===== src/rtl/time_keeper_if.sv =====
// ============================================================================
// time_keeper_if : clock-controller <-> time_keeper link.  Rev 1.0
// ============================================================================
`default_nettype none

interface time_keeper_if;
  logic       count_en;
  logic       load_en;
  logic [4:0] hour_load;
  logic [5:0] min_load;
  logic [4:0] hour;
  logic [5:0] min;
  logic [5:0] sec;
  logic       sec_tick;
  logic       day_wrap;
  logic       chime;

  modport master (
    output count_en, load_en, hour_load, min_load,
    input  hour, min, sec, sec_tick, day_wrap, chime
  );

  modport slave (
    input  count_en, load_en, hour_load, min_load,
    output hour, min, sec, sec_tick, day_wrap, chime
  );
endinterface

`default_nettype wire


===== src/rtl/time_keeper.sv =====
// ============================================================================
// time_keeper : 24-hour hh:mm:ss time base with 1 Hz prescaler.  Rev 1.0
// Optional hourly chime enabled by macro TIMEKEEPER_CHIME_EN.
// ============================================================================
`default_nettype none

module time_keeper #(
  parameter int TICK_DIV = 50_000_000
`ifdef TIMEKEEPER_CHIME_EN
  , parameter int CHIME_SECS = 3
`endif
) (
  input  logic          clk,
  input  logic          rst,
  time_keeper_if.slave  bus
);

  localparam int PRE_W = $clog2(TICK_DIV);

  logic [PRE_W-1:0] pre;
  logic [4:0]       hour_q;
  logic [5:0]       min_q;
  logic [5:0]       sec_q;
  logic             sec_tick_q;
  logic             day_wrap_q;
  logic             tick;
  logic             sec_end;
  logic             min_end;
  logic             hour_end;

  assign tick     = bus.count_en && (pre == PRE_W'(TICK_DIV - 1));
  assign sec_end  = (sec_q  == 6'd59);
  assign min_end  = (min_q  == 6'd59);
  assign hour_end = (hour_q == 5'd23);

  always_ff @(posedge clk or posedge rst) begin
    if (rst) begin
      pre        <= '0;
      hour_q     <= 5'd0;
      min_q      <= 6'd0;
      sec_q      <= 6'd0;
      sec_tick_q <= 1'b0;
      day_wrap_q <= 1'b0;
    end else begin
      sec_tick_q <= 1'b0;
      day_wrap_q <= 1'b0;
      // A load overrides any coincident tick and restarts the second.
      if (bus.load_en) begin
        pre    <= '0;
        hour_q <= (bus.hour_load > 5'd23) ? 5'd0 : bus.hour_load;
        min_q  <= (bus.min_load  > 6'd59) ? 6'd0 : bus.min_load;
        sec_q  <= 6'd0;
      end else if (bus.count_en) begin
        if (tick) begin
          pre        <= '0;
          sec_tick_q <= 1'b1;
          sec_q      <= sec_end ? 6'd0 : sec_q + 6'd1;
          if (sec_end) begin
            min_q <= min_end ? 6'd0 : min_q + 6'd1;
            if (min_end) begin
              hour_q     <= hour_end ? 5'd0 : hour_q + 5'd1;
              day_wrap_q <= hour_end;
            end
          end
        end else begin
          pre <= pre + PRE_W'(1);
        end
      end
    end
  end

  assign bus.hour     = hour_q;
  assign bus.min      = min_q;
  assign bus.sec      = sec_q;
  assign bus.sec_tick = sec_tick_q;
  assign bus.day_wrap = day_wrap_q;

`ifdef TIMEKEEPER_CHIME_EN
  logic       chime_q;
  logic [5:0] chime_cnt;

  // chime_cnt counts seconds elapsed since the chime rose.
  always_ff @(posedge clk or posedge rst) begin
    if (rst) begin
      chime_q   <= 1'b0;
      chime_cnt <= 6'd0;
    end else if (bus.load_en) begin
      chime_q   <= 1'b0;
      chime_cnt <= 6'd0;
    end else if (tick) begin
      if (sec_end && min_end) begin
        chime_q   <= 1'b1;
        chime_cnt <= 6'd0;
      end else if (chime_q) begin
        if (chime_cnt == 6'(CHIME_SECS - 1)) begin
          chime_q   <= 1'b0;
          chime_cnt <= 6'd0;
        end else begin
          chime_cnt <= chime_cnt + 6'd1;
        end
      end
    end
  end

  assign bus.chime = chime_q;
`else
  assign bus.chime = 1'b0;
`endif

endmodule

`default_nettype wire


===== src/flat_wrapper.sv =====
// flat-port wrapper written by rule: the top's interface ports become plain ports
module time_keeper_flat 
#(
  parameter int TICK_DIV = 50_000_000

)
  (clk, rst, bus_count_en, bus_load_en, bus_hour_load, bus_min_load, bus_hour, bus_min, bus_sec, bus_sec_tick, bus_day_wrap, bus_chime);
  time_keeper_if bus_i ();
  input  logic clk;
  input  logic rst;
  input wire logic [$bits(bus_i.count_en)-1:0] bus_count_en;
  input wire logic [$bits(bus_i.load_en)-1:0] bus_load_en;
  input wire logic [$bits(bus_i.hour_load)-1:0] bus_hour_load;
  input wire logic [$bits(bus_i.min_load)-1:0] bus_min_load;
  output wire logic [$bits(bus_i.hour)-1:0] bus_hour;
  output wire logic [$bits(bus_i.min)-1:0] bus_min;
  output wire logic [$bits(bus_i.sec)-1:0] bus_sec;
  output wire logic [$bits(bus_i.sec_tick)-1:0] bus_sec_tick;
  output wire logic [$bits(bus_i.day_wrap)-1:0] bus_day_wrap;
  output wire logic [$bits(bus_i.chime)-1:0] bus_chime;
  assign bus_i.count_en = bus_count_en;
  assign bus_i.load_en = bus_load_en;
  assign bus_i.hour_load = bus_hour_load;
  assign bus_i.min_load = bus_min_load;
  assign bus_hour = bus_i.hour;
  assign bus_min = bus_i.min;
  assign bus_sec = bus_i.sec;
  assign bus_sec_tick = bus_i.sec_tick;
  assign bus_day_wrap = bus_i.day_wrap;
  assign bus_chime = bus_i.chime;
  time_keeper #(.TICK_DIV(TICK_DIV)) u_core (.clk(clk), .rst(rst), .bus(bus_i));
endmodule

===== config.mk =====
export PLATFORM = sky130hd
export DESIGN_NAME = time_keeper_flat
export DESIGN_NICKNAME = d
export VERILOG_FILES = /design/src/rtl/time_keeper_if.sv /design/src/rtl/time_keeper.sv /design/src/flat_wrapper.sv
export SDC_FILE = /design/constraint.sdc
export NUM_CORES = 1
export LEC_CHECK = 0
export CORE_AREA = 3 3 60 84
export CTS_CLUSTER_DIAMETER = 150
export DETAILED_ROUTE_END_ITERATION = 8
export DIE_AREA = 0 0 63 87
export GPL_TIMING_DRIVEN = 0
export PLACE_DENSITY = 0.8
export REMOVE_ABC_BUFFERS = 1
export SLEW_MARGIN = 10
export SYNTH_ARGS = -nofsm -noshare
export SYNTH_HDL_FRONTEND = slang
export SYNTH_SLANG_ARGS = --single-unit

===== constraint.sdc =====
create_clock -name clk -period 8.38 [get_ports clk]
set_clock_uncertainty 0.15 [all_clocks]
set_input_delay 1.676 -clock clk [delete_from_list [all_inputs] [get_ports clk]]
set_output_delay 1.676 -clock clk [all_outputs]
set_load 0.005 [all_outputs]

# After elaboration in Yosys (flattened, before gate mapping)
# Cells that the tools add are included.
op_classes:
  n_addsub: 4
  eq_ne: 4
  n_reduce_logical: 8
  n_lt_le_gt_ge: 2
  n_mux: 28
ops:
  columns: ["operator", "count"]
  rows:
  - ["$mux W26", 3]
  - ["$mux W6", 10]
  - ["$mux W5", 7]
  - ["$add A26 B1 Y26 const B", 1]
  - ["$eq A26 B26 Y1 const B", 1]
  - ["$add A6 B1 Y6 const B", 2]
  - ["$eq A6 B6 Y1 const B", 2]
  - ["$mux W1", 8]
  - ["$reduce_bool A2 Y1", 4]
  - ["$gt A6 B6 Y1 const B", 1]
  - ["$add A5 B1 Y5 const B", 1]
  - ["$eq A5 B5 Y1 const B", 1]
  - ["$gt A5 B5 Y1 const B", 1]
  - ["$reduce_and A4 Y1", 1]
  - ["$reduce_and A3 Y1", 1]
  - ["$reduce_and A2 Y1", 1]
  - ["$logic_and A1 B1 Y1", 1]
word_totals:
  register_bits: 45
  out_inout_bits: 20

# Logic depth before layout (Yosys ltp)
# Gate-level depths: netlist of the first run.
logic_depth:
  depth_word: 7
  mapped_depth: 8

# Worst setup path after synthesis of the first run
# Ideal clock, no wire load.
synth_path:
  path_kind: "input-to-reg"
  from: "input bus_load_en"
  to: "register u_core.pre[24]"
  arrival_ns: 3.132
  required_time_ns: 8.098
  setup_slack_ns: 4.967
  path_stages: 6
  n_path_buf: 1
  setup_time_ns: 0.132
  path_cell_list: "clkbuf_1 o2111ai_1 or4_1 nor3_1 xnor2_1 nor2_1"
synth_between:
  elab_chain_cells: 1
synth_lines:
  columns: ["element", "line", "source"]
  rows:
  - ["start: declaration", "flat_wrapper.sv:12", "input wire logic [$bits(bus_i.load_en)-1:0] bus_load_en;"]
  - ["$mux W26 or $reduce_bool A2 Y1 (tied branches)", null, null]
  - ["end signal: assignment", "time_keeper.sv:66", "pre <= pre + PRE_W'(1);"]
  - ["end: declaration", "time_keeper.sv:20", "logic [PRE_W-1:0] pre;"]
# Several ways; a longest one is shown, not always the timed one.
# A chain may end at the register's enable or synchronous reset.

# Worst setup path after layout of the first run
# Ends and elaborated chain as after synthesis.

==> results.sh, run 1 <==
export IMPL_worst_pin_slew_ns=0.983
export IMPL_wire_per_inst_um=15.6
export IMPL_crit_arrival_ns=4.33
export IMPL_intPower_uw=342
export IMPL_finish_utilization_pct=70.4
export IMPL_io_pins=35
export IMPL_pwr_share_comb_pct=11.6
export IMPL_antenna_left=0
export IMPL_synth_xor_area_share_pct=7.95
export IMPL_min_path_type="flip-flop to flip-flop"
export IMPL_root_buffer="clkbuf_8"
export IMPL_path_depth=6
export IMPL_antenna_found_initial=0
export IMPL_hold_viol=0
export IMPL_power_leakage_nw=1.18
export IMPL_start_util_pct=58.8
export IMPL_worstSetupPathType="input port to flip-flop"
export IMPL_path_cells="clkdlybuf4s50_1 -> o2111ai_1 -> or4_1 -> nor3_1 -> xnor2_1 -> nor2_1"
export IMPL_area_growth_pct=19.7
export IMPL_rows=28
export IMPL_cts_hold_buf=0
export IMPL_grt_pass1_vias=2213
export IMPL_cp_slowest_cell="clkdlybuf4s50_1"
export IMPL_synth_top_family_by_area="simple AND/OR/NAND/NOR gates"
export IMPL_worst_path_buf_inv=1
export IMPL_cp_top_family="buffers and inverters"
export IMPL_rrSetupSlack_ns=5.32
export IMPL_synth_compound_area_share_pct=11.0
export IMPL_io_buffers=33
export IMPL_yosysSeqAreaShare_pct=44.4
export IMPL_setup_violations=0
export IMPL_rr_endpoint="u_core.pre[17]$_DFFE_PP0P_"
export IMPL_syn_area_per_cell_um2=9.11
export IMPL_cts_resized=0
export IMPL_fin_nets=328
export IMPL_firstDrtPassIters=4
export IMPL_swShare_pct=24.9
export IMPL_required_ns=8.39
export IMPL_grt_pass1_wl_mm=10.0
export IMPL_hold_end="u_core.pre[12]$_DFFE_PP0P_"
export IMPL_synth_edff_count=0
export IMPL_cts_buffer_depth=2
export IMPL_cts_htree_levels=2
export IMPL_die_y_um=87
export IMPL_diodes=0
export IMPL_route_detailed_drc=0
export IMPL_synth_adder_area_share_pct=1.98
export IMPL_synth_flop_cell="dfrtp_1"
export IMPL_cp_end_kind="flip-flop"
export IMPL_grt_max_degree=28
export IMPL_period_needed_ns=4.32
export IMPL_synth_cells=278
export IMPL_cts_setup_buffers=0
export IMPL_p_seq_share_pct=51.5
export IMPL_n_fill_cell=357
export IMPL_tns_ns=0
export IMPL_max_freq_ghz=0.231
export IMPL_wl_mm=5.78
export IMPL_dpl_hpwl_mm=4.16
export IMPL_r2r_start="u_core.pre[8]$_DFFE_PP0P_"
export IMPL_critPathMaxFanout=27
export IMPL_critPathLaunch="bus_load_en"
export IMPL_rsz0062_at_grt="no"
export IMPL_grt_overflow=0
export IMPL_peakVddDrop_uv=125
export IMPL_relSlewSlack_pct=34.2
export IMPL_cts_num_sinks=45
export IMPL_clkTransAtPathRegs_ns=0.08
export IMPL_clockPowerShare_pct=36.9
export IMPL_hold_depth=2
export IMPL_p_per_area_nw_per_um2=150
export IMPL_async_reset_ff_share_pct=100
export IMPL_via_per_inst=5.96
export IMPL_fin_crit_sh_pct=51.6
export IMPL_cp_start_kind="input port"
export IMPL_reg2reg_depth=5
export IMPL_grt_usage_pct=22.7
export IMPL_p_switching_uw=114
export IMPL_yosysWarnings=0
export IMPL_status="complete, no violations"
export IMPL_syn_cell_area_um2=2530
export IMPL_die_area_um2=5480
export IMPL_synthSimpleGateAreaFrac_pct=30.5
export IMPL_drt_iter0_markers=172
export IMPL_numCtsBuffers=5
export IMPL_vias=2206
export IMPL_holdWs_ns=0.423
export IMPL_ys_ff_latch=45
export IMPL_finalMaxSlewViolations=0
export IMPL_netlist_cell_type_count=48
export IMPL_die_w_um=63
export IMPL_drive_above_1_share_pct=4.84
export IMPL_routabilityCongestion=0.868
export IMPL_drv_cap=0
export IMPL_core_um2=4310
export IMPL_min_from="u_core.pre[12]$_DFFE_PP0P_"
export IMPL_synth_mux_area_share_pct=1.63
export IMPL_cts_tree="done"
export IMPL_cpPeakStageDelay_ns=1.12
export IMPL_insertion_delay_ns=0.31
## placed cells by master, fill, tap and decap left out, types with 2 or more instances in the layout
| master | n |
|---|---|
| or4_1 | 3 |
| a21oi_1 | 15 |
| a32o_1 | 2 |
| dfrtp_1 | 45 |
| xnor2_1 | 9 |
| o21ai_0 | 13 |
| or3_1 | 5 |
| nor3_1 | 10 |
| nand3b_1 | 3 |
| nand3_1 | 15 |
| nor3b_1 | 3 |
| clkbuf_8 | 5 |
| nand4b_1 | 3 |
| ha_1 | 4 |
| and3_1 | 6 |
| a31oi_1 | 3 |
| and4b_1 | 3 |
| nand2_1 | 26 |
| nor4_1 | 8 |
| or4b_1 | 2 |
| clkdlybuf4s50_1 | 33 |
| a2bb2oi_1 | 2 |
| nor2b_1 | 2 |
| xor2_1 | 14 |
| inv_1 | 4 |
| nand2b_1 | 3 |
| mux2i_1 | 3 |
| and4_1 | 3 |
| nor2_1 | 29 |
| and2_1 | 4 |
| o2111ai_1 | 2 |
| nand4_1 | 9 |
## synthesized netlist by cell type (all sizes together) (7+ instances only)
master | n | share of area [%]
nor4 | 8 | 2.0
clkbuf | 7 | 1.0
nor2 | 29 | 4.3
xor2 | 14 | 4.8
o21ai | 14 | 2.8
nand4 | 9 | 2.2
nand2 | 26 | 3.9
dfrtp | 45 | 44
a21oi | 15 | 3.0
nor3 | 10 | 2.0
xnor2 | 9 | 3.1
nand3 | 15 | 3.0
## kinds of logic after synthesis
family	after synthesis
AOI/OAI and AO/OA	45
xor gates and xnor gates	23
adders and majority gates	4
buffers and inverters	15
DFF	45
muxes	4
other	1
and+or+nand+nor	141
## worst register-to-register path, delay by kind of cell (launching register included)
| family | cells | cell delay [ns] |
|---|---|---|
| flip-flops | 1 | 0.44 |
| AND/OR/NAND/NOR | 5 | 2.32 |
## state kept, by name (all words and copies together) (netlist names)
signal,flops
u_core.bus.day_wrap,1
u_core.bus.sec_tick,1
u_core.bus.min,6
u_core.pre,26
u_core.bus.hour,5
u_core.bus.sec,6
## area by class of cell
class / count / area [um2] / area share (%)
Clock buffer: 5 / 68.8 / 2.27
Clock inverter: 3 / 46.3 / 1.53
Inverter: 5 / 18.8 / 0.619
Multi-Input combinational cell: 218 / 1350 / 44.4
Sequential cell: 45 / 1130 / 37.1
Tap cell: 60 / 75.1 / 2.48
Timing Repair Buffer: 34 / 350 / 11.6
## how the worst max path moves through the flow
| stage | endpoint |
|---|---|
| global route | u_core.pre[22]$_DFFE_PP0P_ |
| finish | u_core.pre[24]$_DFFE_PP0P_ |
| global placement | u_core.pre[24]$_DFFE_PP0P_ |
| detailed placement | u_core.pre[24]$_DFFE_PP0P_ |
| floorplan | u_core.bus.sec[5]$_DFFE_PP0P_ |
| CTS | u_core.pre[24]$_DFFE_PP0P_ |
## per-layer routing
metal,wire length (um),global-route usage [%]
met1,2390,26.5
met2,3000,40.3
met3,262,4.13
met4,124,10.2
met5,0,0
## power groups by stage
stage,combinational (mW),clock (mW),sequential (mW)
2_1_floorplan,0.0232,0,0.237
3_3_place_gp,0.0505,0,0.238
3_5_place_dp,0.0528,0,0.239
4_1_cts,0.0534,0.171,0.235
5_1_grt,0.0590,0.180,0.236
6_report,0.0530,0.168,0.235
## stage by stage
stage	cells	setup slack, ns	instance area, um2	power [mW]
final	370	4.06	3030	0.456
after global routing	370	3.88	3030	0.475
after global placement	361	3.78	2900	0.289
after CTS	370	4.10	3030	0.459
after detailed placement	362	3.77	2920	0.292
after floorplan	268	5.11	2490	0.260
(Power assumes the default switching activity.)
==> inputs of run 2 (changes only) <==
--- a/config.mk
+++ b/config.mk
@@ -5,12 +5,12 @@
 export SDC_FILE = /design/constraint.sdc
 export NUM_CORES = 1
 export LEC_CHECK = 0
-export CORE_AREA = 3 3 60 84
+export CORE_AREA = 3 3 62 87
 export CTS_CLUSTER_DIAMETER = 150
 export DETAILED_ROUTE_END_ITERATION = 8
-export DIE_AREA = 0 0 63 87
+export DIE_AREA = 0 0 65 90
 export GPL_TIMING_DRIVEN = 0
-export PLACE_DENSITY = 0.8
+export PLACE_DENSITY = 0.75
 export REMOVE_ABC_BUFFERS = 1
 export SLEW_MARGIN = 10
 export SYNTH_ARGS = -nofsm -noshare
==> constraint.sdc (replaced) <==
create_clock -name clk -period 4.4 [get_ports clk]
set_clock_uncertainty 0.15 [all_clocks]
set_input_delay 0.88 -clock clk [delete_from_list [all_inputs] [get_ports clk]]
set_output_delay 0.88 -clock clk [all_outputs]
set_load 0.005 [all_outputs]
==> results.sh, run 2 (same netlist as run 1, synthesis figures left out) <==
export IMPL_status="complete, no violations"
export IMPL_required_ns=4.41
export IMPL_drt_iter0_markers=168
export IMPL_register_area_um2=1130
export IMPL_stdcell_area_um2=3030
export IMPL_finalMaxSlewViolations=0
export IMPL_dpl_hpwl_mm=4.27
export IMPL_peakVddDrop_uv=174
export IMPL_antenna_left=0
export IMPL_final_cell_mix="dfrtp_1 (45), clkdlybuf4s50_1 (33), nor2_1 (29)"
export IMPL_post_dp_cell_area_um2=2930
export IMPL_crit_arrival_ns=3.48
export IMPL_hold_depth=2
export IMPL_root_buffer="clkbuf_8"
export IMPL_start_util_pct=55.0
export IMPL_fin_cells=372
export IMPL_multi_input_area_um2=1350
export IMPL_diodes=0
export IMPL_cts_tree="done"
export IMPL_rows=29
export IMPL_firstDrtPassIters=4
export IMPL_cts_setup_buffers=0
export IMPL_worst_pin_slew_ns=0.960
export IMPL_grt_max_degree=28
export IMPL_p_switching_uw=206
export IMPL_grt_usage_pct=20.8
export IMPL_wirelength_met1_mm=2.43
export IMPL_core_um2=4610
export IMPL_cp_start_kind="input port"
export IMPL_cts_resized=0
export IMPL_route_detailed_drc=0
export IMPL_finish_utilization_pct=65.7
export IMPL_cts_num_sinks=45
export IMPL_dp_cells=364
export IMPL_antenna_found_initial=0
export IMPL_fin_crit_sh_pct=78.8
export IMPL_drive_above_1_share_pct=4.84
export IMPL_hold_viol=0
export IMPL_n_fill_cell=389
export IMPL_power_uw=831
export IMPL_cts_htree_levels=2
export IMPL_max_freq_ghz=0.288
export IMPL_largest_reg_flops=26
export IMPL_power_leakage_nw=1.19
export IMPL_period_needed_ns=3.47
export IMPL_intPower_uw=625
export IMPL_wl_mm=5.84
export IMPL_p_per_area_nw_per_um2=274
export IMPL_area_growth_pct=19.5
export IMPL_clkTransAtPathRegs_ns=0.08
export IMPL_clockPowerShare_pct=33.9
export IMPL_cts_buffer_depth=2
export IMPL_p_seq_share_pct=53.9
export IMPL_cp_end_kind="flip-flop"
export IMPL_regMostFlops="u_core.pre"
export IMPL_post_place_ws_ns=0.603
export IMPL_grt_overflow=0
export IMPL_swShare_pct=24.8
export IMPL_dr_wl_met2_mm=3.15
export IMPL_pwr_share_comb_pct=12.2
export IMPL_via_per_inst=5.87
export IMPL_worstSetupPathType="input port to flip-flop"
export IMPL_relSlewSlack_pct=35.8
export IMPL_min_path_type="flip-flop to flip-flop"
export IMPL_highest_layer="met4"
export IMPL_insertion_delay_ns=0.30
export IMPL_vias=2182
export IMPL_io_buffers=33
export IMPL_die_area_um2=5850
export IMPL_grt_pass1_wl_mm=9.86
export IMPL_die_w_um=65
export IMPL_routabilityCongestion=0.833
export IMPL_die_y_um=90
export IMPL_final_common_cell="dfrtp_1"
export IMPL_wire_per_inst_um=15.7
export IMPL_holdWs_ns=0.419
export IMPL_setup_ws_ns=0.931
export IMPL_met3_length_um=195
export IMPL_numCtsBuffers=5
export IMPL_grt_pass1_vias=2149
export IMPL_fin_nets=328
export IMPL_critPathMaxFanout=27
export IMPL_setup_violations=0
export IMPL_rsz0062_at_grt="no"
export IMPL_reg2reg_depth=5
export IMPL_drv_cap=0
export IMPL_io_pins=35
export IMPL_cts_hold_buf=0
export IMPL_tns_ns=0
-- run 2: cell types whose count changed in the layout (fill, tap and decap cells not counted) --
cell,change
buf_12,-1
clkbuf_8,+2
clkinvlp_4,-1
bufinv_16,-1
buf_16,+1
clkinv_4,-1
clkinv_2,+1
-- run 2: critical path, stage by stage --
cell,delay [ns]
clkdlybuf4s50_1,1.10
o2111ai_1,0.38
or4_1,0.66
nor3_1,0.25
xnor2_1,0.15
nor2_1,0.06
-- run 2: metal layers --
layer | track usage [%] | vias up
li1 | - | 1068
met1 | 24.0 | 1061
met2 | 37.6 | 46
met3 | 3.99 | 7
met4 | 6.88 | 0
met5 | 0 | -
-- run 2: area by class of cell --
| class | instances | area share, % |
|---|---|---|
| repair buffers | 34 | 11.8 |
| well taps | 62 | 2.56 |
| multi-input cells | 218 | 44.5 |
| clock inverters | 1 | 0.165 |
| clock buffers | 7 | 3.18 |
| flip-flops and latches | 45 | 37.2 |
| inverters | 5 | 0.620 |
-- run 2: power groups by stage --
stage	Sequential, mW	Combinational (mW)	Clock [mW]
detailed placement	0.455	0.103	0
floorplan	0.451	0.0442	0
global route	0.450	0.112	0.301
finish	0.448	0.101	0.282
global placement	0.454	0.0966	0
CTS	0.446	0.103	0.289
-- run 2: worst paths after layout --
check | slack (ns) | to | start
worst max register to register | 1.35 | u_core.pre[17]$_DFFE_PP0P_ | u_core.pre[24]$_DFFE_PP0P_
worst min register to register | 0.42 | u_core.pre[15]$_DFFE_PP0P_ | u_core.pre[15]$_DFFE_PP0P_
worst max-delay path | 0.93 | u_core.pre[24]$_DFFE_PP0P_ | bus_load_en
max in group asynchronous | 2.85 | u_core.bus.min[0]$_DFFE_PP0P_ | rst
worst min-delay path | 0.42 | u_core.pre[15]$_DFFE_PP0P_ | u_core.pre[15]$_DFFE_PP0P_
min in group asynchronous | 0.76 | u_core.bus.sec[4]$_DFFE_PP0P_ | rst
==> inputs of run 3 (changes only) <==
--- a/config.mk
+++ b/config.mk
@@ -5,12 +5,12 @@
 export SDC_FILE = /design/constraint.sdc
 export NUM_CORES = 1
 export LEC_CHECK = 0
-export CORE_AREA = 3 3 62 87
+export CORE_AREA = 3 3 65 92
 export CTS_CLUSTER_DIAMETER = 150
 export DETAILED_ROUTE_END_ITERATION = 8
-export DIE_AREA = 0 0 65 90
+export DIE_AREA = 0 0 68 95
 export GPL_TIMING_DRIVEN = 0
-export PLACE_DENSITY = 0.75
+export PLACE_DENSITY = 0.71
 export REMOVE_ABC_BUFFERS = 1
 export SLEW_MARGIN = 10
 export SYNTH_ARGS = -nofsm -noshare
==> constraint.sdc (replaced) <==
create_clock -name clk -period 3.1 [get_ports clk]
set_clock_uncertainty 0.15 [all_clocks]
set_input_delay 0.62 -clock clk [delete_from_list [all_inputs] [get_ports clk]]
set_output_delay 0.62 -clock clk [all_outputs]
set_load 0.005 [all_outputs]
==> results.sh, run 3 (same netlist as run 1, synthesis figures left out) <==
export IMPL_cpPeakStageDelay_ns=0.57
export IMPL_die_w_um=68
export IMPL_routabilityCongestion=0.806
export IMPL_worst_pin_slew_ns=0.657
export IMPL_multi_input_area_um2=1350
export IMPL_final_common_cell="dfrtp_1"
export IMPL_cts_num_sinks=45
export IMPL_rrSetupSlack_ns=0.17
export IMPL_grt_overflow=0
export IMPL_insertion_delay_ns=0.30
export IMPL_drt_iter0_markers=101
export IMPL_fin_crit_sh_pct=94.5
export IMPL_antenna_left=0
export IMPL_route_detailed_drc=0
export IMPL_grt_pass1_wl_mm=9.45
export IMPL_cp_start_kind="flip-flop"
export IMPL_area_growth_pct=18.6
export IMPL_cp_end_kind="flip-flop"
export IMPL_cts_tree="done"
export IMPL_die_y_um=95
export IMPL_worstSetupPathType="flip-flop to flip-flop"
export IMPL_cts_htree_levels=2
export IMPL_power_leakage_nw=1.18
export IMPL_setup_violations=0
export IMPL_critPathMaxFanout=17
export IMPL_wire_per_inst_um=15.2
export IMPL_crit_arrival_ns=3.00
export IMPL_cp_slowest_cell="or4b_4"
export IMPL_max_freq_ghz=0.341
export IMPL_register_area_um2=1130
export IMPL_final_cell_mix="dfrtp_1 (45), clkdlybuf4s50_1 (32), nor2_1 (29)"
export IMPL_cts_buffer_depth=2
export IMPL_diodes=0
export IMPL_post_place_ws_ns=-0.494
export IMPL_hold_viol=0
export IMPL_grt_max_degree=28
export IMPL_worst_path_buf_inv=0
export IMPL_rows=31
export IMPL_regMostFlops="u_core.pre"
export IMPL_firstDrtPassIters=4
export IMPL_start_util_pct=48.7
export IMPL_stdcell_area_um2=3000
export IMPL_finalMaxSlewViolations=0
export IMPL_setup_ws_ns=0.172
export IMPL_clkTransAtPathRegs_ns=0.09
export IMPL_dp_cells=368
export IMPL_largest_reg_flops=26
export IMPL_antenna_found_initial=0
export IMPL_period_needed_ns=2.93
export IMPL_core_um2=5200
export IMPL_numCtsBuffers=5
export IMPL_die_area_um2=6460
export IMPL_io_buffers=33
export IMPL_via_per_inst=5.77
export IMPL_status="complete, no violations"
export IMPL_cp_top_family="simple AND/OR/NAND/NOR gates"
export IMPL_fin_nets=328
export IMPL_fin_cells=376
export IMPL_grt_pass1_vias=2081
export IMPL_path_cells="or4b_1 -> or4b_4 -> or2_1 -> or4_1 -> a31oi_1"
export IMPL_relSlewSlack_pct=55.8
export IMPL_post_dp_cell_area_um2=2920
export IMPL_peakVddDrop_uv=220
export IMPL_root_buffer="clkbuf_8"
export IMPL_cts_hold_buf=0
export IMPL_p_per_area_nw_per_um2=378
export IMPL_vias=2169
export IMPL_min_path_type="flip-flop to flip-flop"
export IMPL_rsz0062_at_grt="no"
export IMPL_wl_mm=5.73
export IMPL_drv_cap=0
export IMPL_drive_above_1_share_pct=5.16
export IMPL_n_fill_cell=493
export IMPL_dpl_hpwl_mm=4.12
export IMPL_grt_usage_pct=19.3
export IMPL_io_pins=35
export IMPL_required_ns=3.17
==> run 3: final cells by class <==
| cell class | count | share of cell area [%] |
|---|---|---|
| Clock buffer | 6 | 2.42 |
| Timing Repair Buffer | 34 | 11.5 |
| Inverter | 5 | 0.625 |
| Clock inverter | 2 | 0.333 |
| Sequential cell | 45 | 37.5 |
| Multi-Input combinational cell | 218 | 44.9 |
| Tap cell | 66 | 2.75 |
==> run 3: where the power goes <==
group          switching (mW)  internal [mW]
logic                  0.0636         0.0777
registers              0.0302          0.605
clock network           0.201          0.157
total                   0.294          0.840
==> run 3: worst register-to-register path, delay by kind of cell, from the launching register on <==
| kind | cells | cell delay (ns) |
|---|---|---|
| and+or+nand+nor | 4 | 2.09 |
| AOI/OAI and AO/OA | 1 | 0.19 |
| DFF | 1 | 0.42 |
==> run 3: metal layers <==
| metal | GRT usage [%] | up-vias | wire (um) |
|---|---|---|---|
| met4 | 6.30 | 0 | 84 |
| met5 | 0 | - | 0 |
| met2 | 34.9 | 50 | 3040 |
| met3 | 3.21 | 8 | 251 |
| li1 | - | 1068 | - |
| met1 | 22.3 | 1043 | 2360 |
==> run 3: what timing repair did <==
action,4_1_cts,5_1_grt
pin swaps,0,0
resized for setup,1,3
endpoints found under the setup margin,3,23
buffers inserted,0,0
==> run 3: stage by stage <==
stage / power, mW / utilization [%] / hold slack, ns / setup TNS (ns)
after global placement: 0.783 / 55.9 / 0.388 / -5.20
after detailed placement: 0.791 / 56.3 / 0.404 / -6.18
final: 1.13 / 57.8 / 0.426 / 0
after CTS: 1.14 / 57.8 / 0.427 / 0
after global routing: 1.19 / 57.8 / 0.445 / 0
after floorplan: 0.703 / - / 0.360 / 0
==> run 3: path summary, 6_finish.rpt <==
check	startpoint	endpoint	depth (start not counted)
worst min-delay path	u_core.pre[12]$_DFFE_PP0P_	u_core.pre[12]$_DFFE_PP0P_	2
worst max-delay path	u_core.pre[11]$_DFFE_PP0P_	u_core.bus.sec[5]$_DFFE_PP0P_	5
worst max register to register	u_core.pre[11]$_DFFE_PP0P_	u_core.bus.sec[5]$_DFFE_PP0P_	5
max in group asynchronous	rst	u_core.bus.min[3]$_DFFE_PP0P_	3
worst min register to register	u_core.pre[12]$_DFFE_PP0P_	u_core.pre[12]$_DFFE_PP0P_	2
min in group asynchronous	rst	u_core.pre[4]$_DFFE_PP0P_	2
==> variant (config.mk and constraints of run 2) <==
The option `TIMEKEEPER_CHIME_EN` is turned on by a define.
--- a/src/rtl/time_keeper.sv
+++ b/src/rtl/time_keeper.sv
@@ -3,6 +3,8 @@
 // Optional hourly chime enabled by macro TIMEKEEPER_CHIME_EN.
 // ============================================================================
 `default_nettype none
+
+`define TIMEKEEPER_CHIME_EN
 
 module time_keeper #(
   parameter int TICK_DIV = 50_000_000
Function: no difference found for any inputs over 10 cycles, from zero or initial values and one cycle with rst high; that may be too few to reach the edited logic, so the function may still have changed.
==> variant against run 2 <==
- worst setup slack worse by 0.23 ns
- core utilization up 8.9 points
- design area is 14% higher
- die area unchanged
- routed wire length is 15% higher
- clock power is 59% higher
- sequential power up 14%
- count of clock-buffer cells in the layout down 2
- cell count is 9.7% higher
- largest power group unchanged
- global-route usage grew 4.4 points
- sequential cell count is 7 higher
- synthesized area up 15%
- total power up 28%
==> variant: results (changes against run 2) <==
Outcome
  – Outcome: complete, no violations

Power
  – Static leakage power: 1.33 nW (+12%)
  – Fraction of power spent switching nets: 22.2% (-2.7 points)

Placed design
  – Place WS: 0.420 ns (-0.183 ns)
  – Instance count after placement with tap cells included: 400 (+9.9%)
  – Buffers on Ports: 34 (+3.0%)
  – Gp weighted congestion: 0.832 (-0.14%)
  – DP Area: 3280 um2 (+12%)
  – Post-detailed-placement half-perimeter wirelength: 4.79 mm (+12%)

Setup path
  – Endpoint of the lowest-slack register-to-register path: u_core.chime_cnt[1]
  – Crit Reg-Reg Startpoint: u_core.pre[7]
  – Arrival time of data at the critical path endpoint: 3.76 ns (+0.28 ns)
  – Critical Path End: u_core.chime_cnt[5]
  – Register-to-register setup slack: 1.53 ns (+0.18 ns)
  – Maximum cell stage delay along the critical path: 1.18 ns (+0.08 ns)

Detailed routing
  – Number of design-rule violations left by the first detailed-router iteration: 175 (+4.2%)
  – Wire length per cell after detailed routing: 16.5 um (+4.9%)
  – Routed vias/inst: 6.09 (+3.8%)

Layout
  – Share of final-layout standard cells stronger than drive strength 1: 6.07% (+1.2 points)
  – Nets: 366 (+12%)

Logic synthesis
  – Number of unique standard cell types used by synthesis: 58 (+21%)
  – Dominant cells by area after synthesis: dfrtp_1, nor2_1, o21ai_0
  – Post-synth top cells: dfrtp_1, nor2_1, nand2_1

STA
  – Max-slew headroom at the worst pin: 27.8% (-8.0 points)

Clock network
  – Register clock-pin slew on the reported worst setup and hold paths: 0.10 ns (+0.02 ns)

GRT
  – Via count of the first global-routing pass: 2,573 (+20%)
  – Overall Global Routing Usage: 25.2% (+4.4 points)
  – Global-route met1 utilization: 28.8% (+4.8 points)
  – Global-route met2 utilization: 47.0% (+9.4 points)

Min path
  – Beginning of the worst hold path: u_core.chime_cnt[2]
variant: final cells by class:
| class | instances | area, um2 |
|---|---|---|
| Fill cell | 368 | 1170 |
| Sequential cell | 52 | 1300 |
| Tap cell | 62 | 77.6 |
| Inverter | 13 | 48.8 |
| Clock inverter | 3 | 90.1 |
| Timing Repair Buffer | 35 | 360 |
| Clock buffer | 5 | 68.8 |
| Multi-Input combinational cell | 238 | 1490 |
variant: how the worst min path moves through the flow:
stage / to / slack [ns] / depth (start not counted)
after floorplan: u_core.chime_cnt[5] / 0.31 / 1
after global placement: u_core.chime_cnt[5] / 0.33 / 1
after detailed placement: u_core.chime_cnt[5] / 0.35 / 1
after CTS: u_core.chime_cnt[2] / 0.37 / 1
after global routing: u_core.chime_cnt[2] / 0.39 / 1
final: u_core.chime_cnt[2] / 0.38 / 1
variant: per-layer routing:
metal  share of wire (%)  wire (um)  vias to the layer above
met4                 1.5         98                        0
met5                   0          0                        -
met2                  57       3850                       49
met1                  38       2580                     1215
met3                 2.9        193                        9
li1                    -          -                     1211
variant: cells by family after synthesis:
logic type | count (synthesis) | synth area share [%]
buffers and inverters | 25 | 4.00
XOR/XNOR | 22 | 6.62
AO/OA/AOI/OAI | 72 | 16.5
flip-flops | 52 | 44.7
multiplexers | 1 | 0.387
AND/OR/NAND/NOR | 137 | 25.2
adder cells (fa/ha/maj) | 6 | 2.58
variant: power by group through the flow:
stage	logic, mW	clock network [mW]	registers, mW
3_5_place_dp	0.110	0	0.518
3_3_place_gp	0.105	0	0.517
2_1_floorplan	0.0496	0	0.515
5_1_grt	0.123	0.474	0.512
6_report	0.110	0.447	0.509
4_1_cts	0.111	0.452	0.509
